**config.mk**
```make
export PLATFORM = sky130hd
export DESIGN_NAME = pipeline_fetch_queue
export DESIGN_NICKNAME = d
export VERILOG_FILES = /design/src/rtl/pipeline_fetch_queue.sv
export SDC_FILE = /design/constraint.sdc
export NUM_CORES = 1
export LEC_CHECK = 0
export ABC_AREA = 0
export CORE_UTILIZATION = 45
export CTS_CLUSTER_SIZE = 8
export DETAILED_ROUTE_END_ITERATION = 12
export PLACE_DENSITY = 0.79
export SLEW_MARGIN = 20
export SYNTH_ARGS = -nofsm -noshare
export SYNTH_HDL_FRONTEND = slang
export SYNTH_SLANG_ARGS = --single-unit
```
**constraint.sdc**
```tcl
create_clock -name clk -period 2.9 [get_ports clk]
set_input_delay 0.29 -clock clk [delete_from_list [all_inputs] [get_ports clk]]
set_output_delay 0.29 -clock clk [all_outputs]
set_load 0.005 [all_outputs]
```
**src/rtl/pipeline_fetch_queue.sv**
```systemverilog
// Instruction fetch stage with a small in-order fetch queue feeding decode.
// JALs are redirected directly in fetch; every other control transfer is corrected by redirect.
module pipeline_fetch_queue #(
    parameter int              XLEN     = 32,
    parameter int              DEPTH    = 4,
    parameter logic [XLEN-1:0] RESET_PC = '0
) (
    input  logic                      clk,
    input  logic                      reset,
    output logic [XLEN-1:0]           imem_addr,
    output logic                      imem_req,
    input  logic [31:0]               imem_rdata,
    input  logic                      redirect_valid,
    input  logic [XLEN-1:0]           redirect_pc,
    output logic                      out_valid,
    input  logic                      out_ready,
    output logic [31:0]               out_instr,
    output logic [XLEN-1:0]           out_pc,
    output logic                      out_jal,
    output logic [4:0]                out_rd,
    output logic [XLEN-1:0]           out_link,
    output logic [$clog2(DEPTH):0]    occupancy
);

    localparam int         AW     = $clog2(DEPTH);
    localparam int         CW     = AW + 1;
    localparam logic [6:0] OP_JAL = 7'b1101111;

    function automatic logic is_jal(input logic [31:0] ins);
        return (ins[6:0] == OP_JAL);
    endfunction

    function automatic logic [XLEN-1:0] jal_offset(input logic [31:0] ins);
        return {{(XLEN-21){ins[31]}}, ins[31], ins[19:12], ins[20], ins[30:21], 1'b0};
    endfunction

    logic [XLEN-1:0] pc_q, pc_d;
    logic [AW-1:0]   rd_ptr_q, wr_ptr_q;
    logic [CW-1:0]   cnt_q, cnt_d;
    logic [31:0]     instr_mem_q [DEPTH];
    logic [XLEN-1:0] pc_mem_q    [DEPTH];
    logic            pop_s;
    logic            full_s;

    assign out_valid = (cnt_q != {CW{1'b0}});
    assign pop_s     = out_valid & out_ready;
    assign full_s    = (cnt_q == CW'(DEPTH));
    assign imem_req  = reset & ~redirect_valid & (~full_s | pop_s);
    assign imem_addr = pc_q;
    assign occupancy = cnt_q;

    // Next PC and occupancy for the non-redirect, non-reset case
    always_comb begin
        pc_d  = pc_q;
        cnt_d = cnt_q;
        if (imem_req) begin
            if (is_jal(imem_rdata)) begin
                pc_d = pc_q + jal_offset(imem_rdata);
            end else begin
                pc_d = pc_q + XLEN'(32'd4);
            end
        end else begin
            pc_d = pc_q;
        end
        case ({imem_req, pop_s})
            2'b10:   cnt_d = cnt_q + CW'(1'b1);
            2'b01:   cnt_d = cnt_q - CW'(1'b1);
            default: cnt_d = cnt_q;
        endcase
    end

    // PC, pointers and occupancy; redirect flushes and wins over push/pop
    always_ff @(posedge clk) begin
        if (!reset) begin
            pc_q     <= RESET_PC;
            rd_ptr_q <= '0;
            wr_ptr_q <= '0;
            cnt_q    <= '0;
        end else if (redirect_valid) begin
            pc_q     <= redirect_pc & ~XLEN'(32'd3);
            rd_ptr_q <= '0;
            wr_ptr_q <= '0;
            cnt_q    <= '0;
        end else begin
            pc_q  <= pc_d;
            cnt_q <= cnt_d;
            if (imem_req) begin
                wr_ptr_q <= wr_ptr_q + AW'(1'b1);
            end
            if (pop_s) begin
                rd_ptr_q <= rd_ptr_q + AW'(1'b1);
            end
        end
    end

    // Queue storage; contents are only observed through the valid-masked head
    always_ff @(posedge clk) begin
        if (imem_req) begin
            instr_mem_q[wr_ptr_q] <= imem_rdata;
            pc_mem_q[wr_ptr_q]    <= pc_q;
        end
    end

    // Head presentation, forced to zero whenever the queue is empty
    always_comb begin
        out_instr = 32'd0;
        out_pc    = '0;
        out_jal   = 1'b0;
        out_rd    = 5'd0;
        out_link  = '0;
        if (out_valid) begin
            out_instr = instr_mem_q[rd_ptr_q];
            out_pc    = pc_mem_q[rd_ptr_q];
            out_jal   = is_jal(instr_mem_q[rd_ptr_q]);
            out_rd    = instr_mem_q[rd_ptr_q][11:7];
            out_link  = pc_mem_q[rd_ptr_q] + XLEN'(32'd4);
        end else begin
            out_instr = 32'd0;
        end
    end

endmodule
```
Word-level counts from Yosys, hierarchy flattened:

Memory sizes are Yosys's and may differ from the RTL's. A register that Yosys moved wholly into a read port is not among the register bits.
Index checks and enable logic that the tools add are counted.

* add/subtract/negate cells: 7
* equality and inequality tests: 5
* muxes and demuxes: 15
* bitwise logic cells: 7
* reduce and logical (&&, ||, !) cells: 4

Operator list (number)
* $mux 32: 6
* $add 32x3->32 const B: 2
* $add 32x32->32: 1
* $eq 7x7->1 const B: 2
* $mux 2: 4
* $pmux 3 s2: 1
* $mux 5: 1
* $add 2x1->2 const B: 2
* $reduce_bool 2->1: 2
* $add 3x1->3 const B: 1
* $and 1x1->1: 3
* $eq 3x3->1 const B: 1
* $mux 1: 3
* $not 1->1: 3
* $reduce_bool 3->1: 1
* $sub 3x1->3 const B: 1
* $eq 2x1->1 const B: 1
* $eq 2x2->1 const B: 1
* $reduce_or 2->1: 1
* $or 1x1->1: 1

* flip-flop bits (word level): 39
* memory bits (writable): 256
* output and inout bits: 139
* memories: 2

Memories
* instr_mem_q: words 4, width 32, read ports 1, clocked after memory_dff 1, write ports 1, RTL line 40 `logic [31:0] instr_mem_q [DEPTH];`
* pc_mem_q: words 4, width 32, read ports 1, clocked after memory_dff 1, write ports 1, RTL line 41 `logic [XLEN-1:0] pc_mem_q [DEPTH];`

Longest topological paths before layout:

Gate-level depths: netlist of the first run.

* depth in word-level cells: 6
* gate-level depth with buffers: 11
* gate-level depth less buffers: 10

Least setup slack after synthesis of the first run:

Ideal clock, no wire load.

* path type: register -> register
* start point: register cnt_q[0], in the netlist occupancy[0]
* end point: memory instr_mem_q[0][0], enable pin
* library setup time: 0.428 ns
* arrival: 2.833 ns
* data required time: 2.472 ns
* slack: -0.361 ns
* stages on the path, launching flop included: 7
* buffers on the path: 2
* cells stage by stage: dfxtp_1 or4b_1 clkbuf_1 nand3_1 inv_1 clkbuf_1 and2_1

* word-level cells in the longest chain between the ends: 6
* elaborated cells on any way between the ends: 8
* classes of those cells: 1 x eq/ne; 2 x mux; 4 x bitwise; 1 x reduce/logical

Ends and longest elaborated chain
* from (decl): RTL line 39 `logic [CW-1:0] cnt_q, cnt_d;`
* from (signal assigned): RTL line 86 `cnt_q <= cnt_d;`
* $reduce_bool 3->1 or $eq 3x3->1 (tied branches): RTL line 45, 47
* $and 1x1->1 or $not 1->1 (tied branches): RTL line 46, 48
* $or 1x1->1 *: RTL line 48 `assign imem_req = reset & ~redirect_valid & (~full_s | pop_s);`
* $and 1x1->1 *: RTL line 48
* via imem_req: RTL line 11 `output logic imem_req,`
* $mux 1 *: RTL line 98 `if (imem_req) begin`
* $mux 1 (implied by the code) *: RTL line 99 `instr_mem_q[wr_ptr_q] <= imem_rdata;`
* to (decl): RTL line 40

Mark *: on every way through the listed nets, which the timed path passes. The rest lies on a longest branch.

==> results of run 1 <==
==> placed cells by master (no fill, tap or decap), types with 12 or more instances in the layout <==
cell	netlist	routed
edfxtp_1	252	252
clkdlybuf4s50_1	0	174
buf_4	11	167
nand2_1	88	83
nor2_1	79	78
a21oi_1	72	70
and2_1	74	69
mux4_2	63	63
clkbuf_16	0	44
o21ai_0	42	42
dfxtp_1	40	38
ha_1	36	35
xor2_1	36	34
nand3_1	37	33
clkbuf_1	41	32
xnor2_1	22	21
buf_2	7	17
inv_1	16	14
a21o_1	14	14
nand4_1	13	13
and3_1	16	12
o211ai_1	12	12
a31oi_1	12	12
==> cell type report <==
cell class	count	area [sq um]
clock buffer	75	1200
clock inverter	2	12.5
fill	2245	11700
inverter	17	66.3
multi-input combinational	728	5770
sequential	292	8370
tap	396	495
timing repair buffer	381	3370
==> cells by family (layout without fill, tap and decap cells) <==
| kind of cell | count (synthesis) | after routing |
|---|---|---|
| AOI/OAI and AO/OA | 208 | 208 |
| xor gates and xnor gates | 58 | 58 |
| other | 1 | 3 |
| DFF | 292 | 292 |
| and+or+nand+nor | 353 | 353 |
| muxes | 68 | 68 |
| adders and majority gates | 38 | 38 |
| buffers and inverters | 79 | 475 |
==> layer usage <==
layer  global-route usage  vias to the layer above  wire, microns
met5                    0                        -              0
met4               0.0721                        0           1060
met3               0.0372                       78           3140
met2                0.412                      501          19300
met1                0.335                     5240          16600
li1                     -                     4918              -
==> critical path: stages, from the launching register on <==
cell,delay (ns)
dfxtp_4,0.39
buf_8,0.14
buf_4,0.17
mux4_2,0.62
nand3_4,0.14
nor3_4,0.05
buf_4,0.13
buf_6,0.12
buf_4,0.13
nand2_1,0.06
xor2_1,0.17
nor2_1,0.05
buf_2,0.14
==> power breakdown <==
part	switching, mW	internal, mW	total [mW]
combinational	0.784	0.826	1.61
sequential	0.0717	4.69	4.76
clock	1.69	2.76	4.45
==> metrics by stage <==
| stage | worst slack (ns) | TNS, ns |
|---|---|---|
| 2_1_floorplan | 0.316 | 0 |
| 3_3_place_gp | -0.231 | -2.22 |
| 3_5_place_dp | -0.279 | -3.58 |
| 4_1_cts | -0.293 | -7.13 |
| 5_1_grt | -0.326 | -5.46 |
| 6_report | -0.215 | -2.84 |
==> how the worst min path moves through the flow <==
stage,cells after the start,endpoint
floorplan,0,instr_mem_q[0][0]
global placement,2,wr_ptr_q[1]
detailed placement,2,wr_ptr_q[1]
CTS,3,imem_addr[15]
global route,3,imem_addr[6]
finish,3,imem_addr[15]
==> cells in the mapped netlist (4+ instances only) <==
master | n | share of area
a21o_1 | 14 | 0.0073
and4_1 | 4 | 0.0024
o22ai_1 | 6 | 0.0026
mux2i_1 | 4 | 0.0028
nor2b_1 | 4 | 0.0017
nor3_1 | 7 | 0.0024
a211oi_1 | 5 | 0.0026
ha_1 | 36 | 0.031
inv_1 | 16 | 0.0042
or3_1 | 11 | 0.0048
xnor2_1 | 22 | 0.013
buf_2 | 7 | 0.0024
and2_1 | 74 | 0.032
nand3_1 | 37 | 0.013
clkbuf_1 | 41 | 0.011
nor2_1 | 79 | 0.021
a31oi_1 | 12 | 0.0052
dfxtp_1 | 40 | 0.056
a21oi_1 | 72 | 0.025
nand2_1 | 88 | 0.023
buf_4 | 11 | 0.0058
o21ai_0 | 42 | 0.015
a221oi_1 | 8 | 0.0049
o211ai_1 | 12 | 0.0063
o221ai_1 | 4 | 0.0024
edfxtp_1 | 252 | 0.53
nand4_1 | 13 | 0.0057
mux4_2 | 63 | 0.099
and3_1 | 16 | 0.0070
xor2_1 | 36 | 0.022
==> sequential cells by signal, indices dropped and copies added, names as in the netlist, named ones only <==
name	count
pc_mem_q	124
imem_addr	30
rd_ptr_q	2
instr_mem_q	128
occupancy	3
wr_ptr_q	2
==> timing repair <==
item	4_1_cts	5_1_grt
gates resized for setup	108	20
endpoints found under the setup margin	68	57
setup buffers	14	5
gates cloned	0	1
pin swaps	28	11
hold buffers	0	0
==> results.json, run 1 <==
{
  "status": "complete, but fails checks",
  "violations": "setup timing",
  "arrival_ns": 2.82,
  "finalMaxSlewViolations": 0,
  "p_per_area_nw_per_um2": 561,
  "clk_path_buf_depth": 3,
  "crit_path_end_kind": "output port",
  "drc": 0,
  "hp-start": "redirect_pc[15]",
  "min_path_type": "primary input to flop",
  "final_layout_size_suffix_gt1_frac": 0.235,
  "synth-xor-area-share": 0.0355,
  "drtAntennaViolNets": 0,
  "dieHeight_microns": 180,
  "synth_top_family_by_area": "simple AND/OR/NAND/NOR gates",
  "worst_pin_slew_ns": 0.998,
  "synth.avg_cell_area_sq_um": 13.1,
  "timing.fmax_mhz": 321,
  "root_buffer": "clkbuf_16",
  "synth_mux_area_frac": 0.103,
  "tritoncts": "yes",
  "setup_viol": 22,
  "numCtsBuffers": 42,
  "clock_sinks": 292,
  "synth-seq-cells": 292,
  "grt_overflow": 0,
  "syn_area_sq_um": 14300,
  "finalCriticalPeriod_ns": 3.11,
  "final_cells": 1891,
  "rsz0062_at_grt": "yes",
  "fin_util": 0.622,
  "antenna_found_initial": 0,
  "period_share": 1.07,
  "leakagePower_nw": 7.06,
  "dieArea_sq_um": 32600,
  "detailed_place_hpwl_mm": 27.1,
  "drt-total-wl_mm": 40.1,
  "grt_max_degree": 64,
  "vias": 10737,
  "worst_r2r_path_depth": 10,
  "setup.worst_path.end": "out_link[22]",
  "design_area_sq_um": 19300,
  "worstSetupPathType": "flop to output port",
  "reg2reg_slack_ns": 0.09,
  "rows": 64,
  "hold_slack_ns": 0.384,
  "setup_ws_ns": -0.215,
  "antenna_cells": 0,
  "start_kind": "flop",
  "async_reset_ff_frac": 0,
  "synth_flop_cell": "edfxtp_1",
  "yosysSeqAreaShare": 0.584,
  "synth_compound_area_frac": 0.0914,
  "required_ns": 2.61,
  "first_iter_violations": 911,
  "firstDrtPassIters": 6,
  "r2r-end": "imem_addr[23]",
  "clk_pin_slew_ns": 0.06,
  "finClkSkew_ns": 0.0299,
  "port_buffers": 201,
  "post_synth_and_or_nand_nor_area_fraction": 0.126,
  "place.gp.congestion": 0.903,
  "syn_inst": 1097,
  "htreeDepth": 2,
  "maxCapViolCount": 0,
  "flow.area_growth_from_synthesis_pct": 34.6,
  "coreArea_sq_um": 31000,
  "peakVddDrop_mv": 0.360,
  "finalNetCount": 1568,
  "clk_latency_ns": 0.53,
  "grt_usage": 0.247,
  "initial_core_util": 0.462,
  "cp_max_fo": 6,
  "synth_fa_ha_area_frac": 0.0342,
  "synth-edff-count": 252,
  "ys_warn_count": 0,
  "slew_headroom": 0.335,
  "viasPerCell": 5.68,
  "dpl-instance-area_sq_um": 17800,
  "synth.distinct_cells": 70,
  "post-place-cells": 1795,
  "die_w_microns": 180,
  "total_power_mw": 10.8,
  "wl_per_cell_microns": 21.2,
  "finalHoldViolCount": 0,
  "io_pins": 207,
  "grt_pass1_wl_mm": 61.7,
  "grt_pass1_vias": 10637
}
Note: power is estimated with default switching activity, not from simulation.
==> inputs of run 2 (changes only) <==
--- a/config.mk
+++ b/config.mk
@@ -9,6 +9,7 @@
 export CORE_UTILIZATION = 45
 export CTS_CLUSTER_SIZE = 8
 export DETAILED_ROUTE_END_ITERATION = 12
+export MAX_ROUTING_LAYER = met4
 export PLACE_DENSITY = 0.79
 export SLEW_MARGIN = 20
 export SYNTH_ARGS = -nofsm -noshare
==> results.json, run 2 (same netlist as run 1, synthesis figures left out) <==
{
  "coreArea_sq_um": 31000,
  "wl_per_cell_microns": 21.0,
  "hold_buffers": 0,
  "rsz0062_at_grt": "yes",
  "die_w_microns": 180,
  "tritoncts": "yes",
  "status": "complete, but fails checks",
  "timing.fmax_mhz": 321,
  "post-place-cells": 1795,
  "m1WireLength_mm": 16.9,
  "grt_pass1_wl_mm": 61.5,
  "setup_viol": 42,
  "maxCapViolCount": 0,
  "peakVddDrop_mv": 0.326,
  "finalHoldViolCount": 0,
  "largest_reg_flops": 128,
  "place.gp.congestion": 0.902,
  "start_kind": "flop",
  "leakagePower_nw": 7.14,
  "grt_usage": 0.251,
  "max_stage_delay_ns": 0.38,
  "first_iter_violations": 928,
  "clk_latency_ns": 0.52,
  "port_buffers": 201,
  "clk_path_buf_depth": 3,
  "detailed_place_hpwl_mm": 26.8,
  "period_share": 1.07,
  "p_per_area_nw_per_um2": 561,
  "io_pins": 207,
  "clock_sinks": 292,
  "finClkSkew_ns": 0.0224,
  "drtAntennaViolNets": 0,
  "dieHeight_microns": 180,
  "slew_headroom": 0.330,
  "largest-register": "instr_mem_q",
  "finalNetCount": 1570,
  "crit_chain": "buf_6, mux4_2, and3_4, nand3_4, nor3_4, buf_6, nand4_4, buf_6, or3_1, a21oi_1, buf_2",
  "clk_pin_slew_ns": 0.05,
  "top_layer": "met4",
  "dr_wl_met2_mm": 19.3,
  "crit_path_end_kind": "output port",
  "nFillCells": 2256,
  "grt_pass1_vias": 10814,
  "final_common_cell": "edfxtp_1",
  "rows": 64,
  "setup_tns_ns": -2.56,
  "required_ns": 2.61,
  "worstSetupPathType": "flop to output port",
  "vias": 10835,
  "final_cell_mix": "252 x edfxtp_1, 167 x clkdlybuf4s50_1, 163 x buf_4",
  "htreeDepth": 2,
  "flow.area_growth_from_synthesis_pct": 34.9,
  "crit_path_top_delay_cell": "dfxtp_4",
  "crit_top_cell": "buf_6",
  "routed-wl-met3_mm": 2.73,
  "finalCriticalPeriod_ns": 3.12,
  "final_layout_size_suffix_gt1_frac": 0.240,
  "setup_ws_ns": -0.216,
  "drc": 0,
  "root_buffer": "clkbuf_16",
  "arrival_ns": 2.83,
  "numCtsBuffers": 42,
  "antenna_found_initial": 0,
  "worst_pin_slew_ns": 1.01,
  "drt-total-wl_mm": 39.8,
  "violations": "setup timing",
  "antenna_cells": 0,
  "dieArea_sq_um": 32600,
  "dp_slack_ns": -0.331,
  "min_path_type": "primary input to flop",
  "final_cells": 1893,
  "grt_overflow": 0,
  "initial_core_util": 0.462,
  "firstDrtPassIters": 5,
  "viasPerCell": 5.72,
  "grt_max_degree": 64,
  "finalMaxSlewViolations": 0,
  "cp_max_fo": 6
}
## run 2: power breakdown
group	switching, mW	internal (mW)	leakage [nW]	total (mW)
clock network	1.70	2.76	0.576	4.46
logic	0.792	0.837	3.90	1.63
registers	0.0665	4.69	2.67	4.75
total	2.56	8.29	7.14	10.8
## run 2: stage by stage
step	hold WS, ns	util	power [mW]	cell area, sq um
floorplan	0.389	-	5.56	14300
global placement	0.478	0.575	6.40	17800
detailed placement	0.497	0.575	6.43	17800
CTS	0.399	0.620	10.9	19200
global route	0.422	0.624	11.2	19300
finish	0.400	0.624	10.8	19300
## run 2: cell type report
class / count / area [sq um] / area share
multi-input cells: 728 / 5780 / 0.299
repair buffers: 383 / 3400 / 0.176
well taps: 396 / 495 / 0.0256
clock buffers: 75 / 1200 / 0.0619
clock inverters: 2 / 13.8 / 0.000712
flip-flops and latches: 292 / 8380 / 0.433
inverters: 17 / 66.3 / 0.00343
## run 2: worst paths after layout
kind         cells after the start             from       endpoint  slack [ns]
max                             11             flop   out_link[26]       -0.22
min                              3  redirect_pc[25]  imem_addr[25]        0.40
max reg2reg                      9     imem_addr[4]  imem_addr[31]        0.19
min reg2reg                      2      wr_ptr_q[1]    wr_ptr_q[1]        0.52
## run 2: layer usage
layer	GRT usage	vias up
li1	-	4937
met1	0.336	5292
met2	0.401	529
met3	0.0313	77
met4	0.0779	0
met5	-	-
## run 2: what timing repair did
| item | in CTS | in global routing |
|---|---|---|
| hold endpoints to repair | 0 | 0 |
| pin swaps | 24 | 16 |
| resized for setup | 115 | 36 |
| setup buffers | 15 | 7 |
| endpoints found under the setup margin | 68 | 64 |
## run 2: worst max-delay path, delay by kind of cell (launching register included)
family / cells / cell delay, ns
compound gates: 1 / 0.13
buf+inv: 4 / 0.56
flops: 1 / 0.38
mux: 1 / 0.36
simple gates: 5 / 0.91
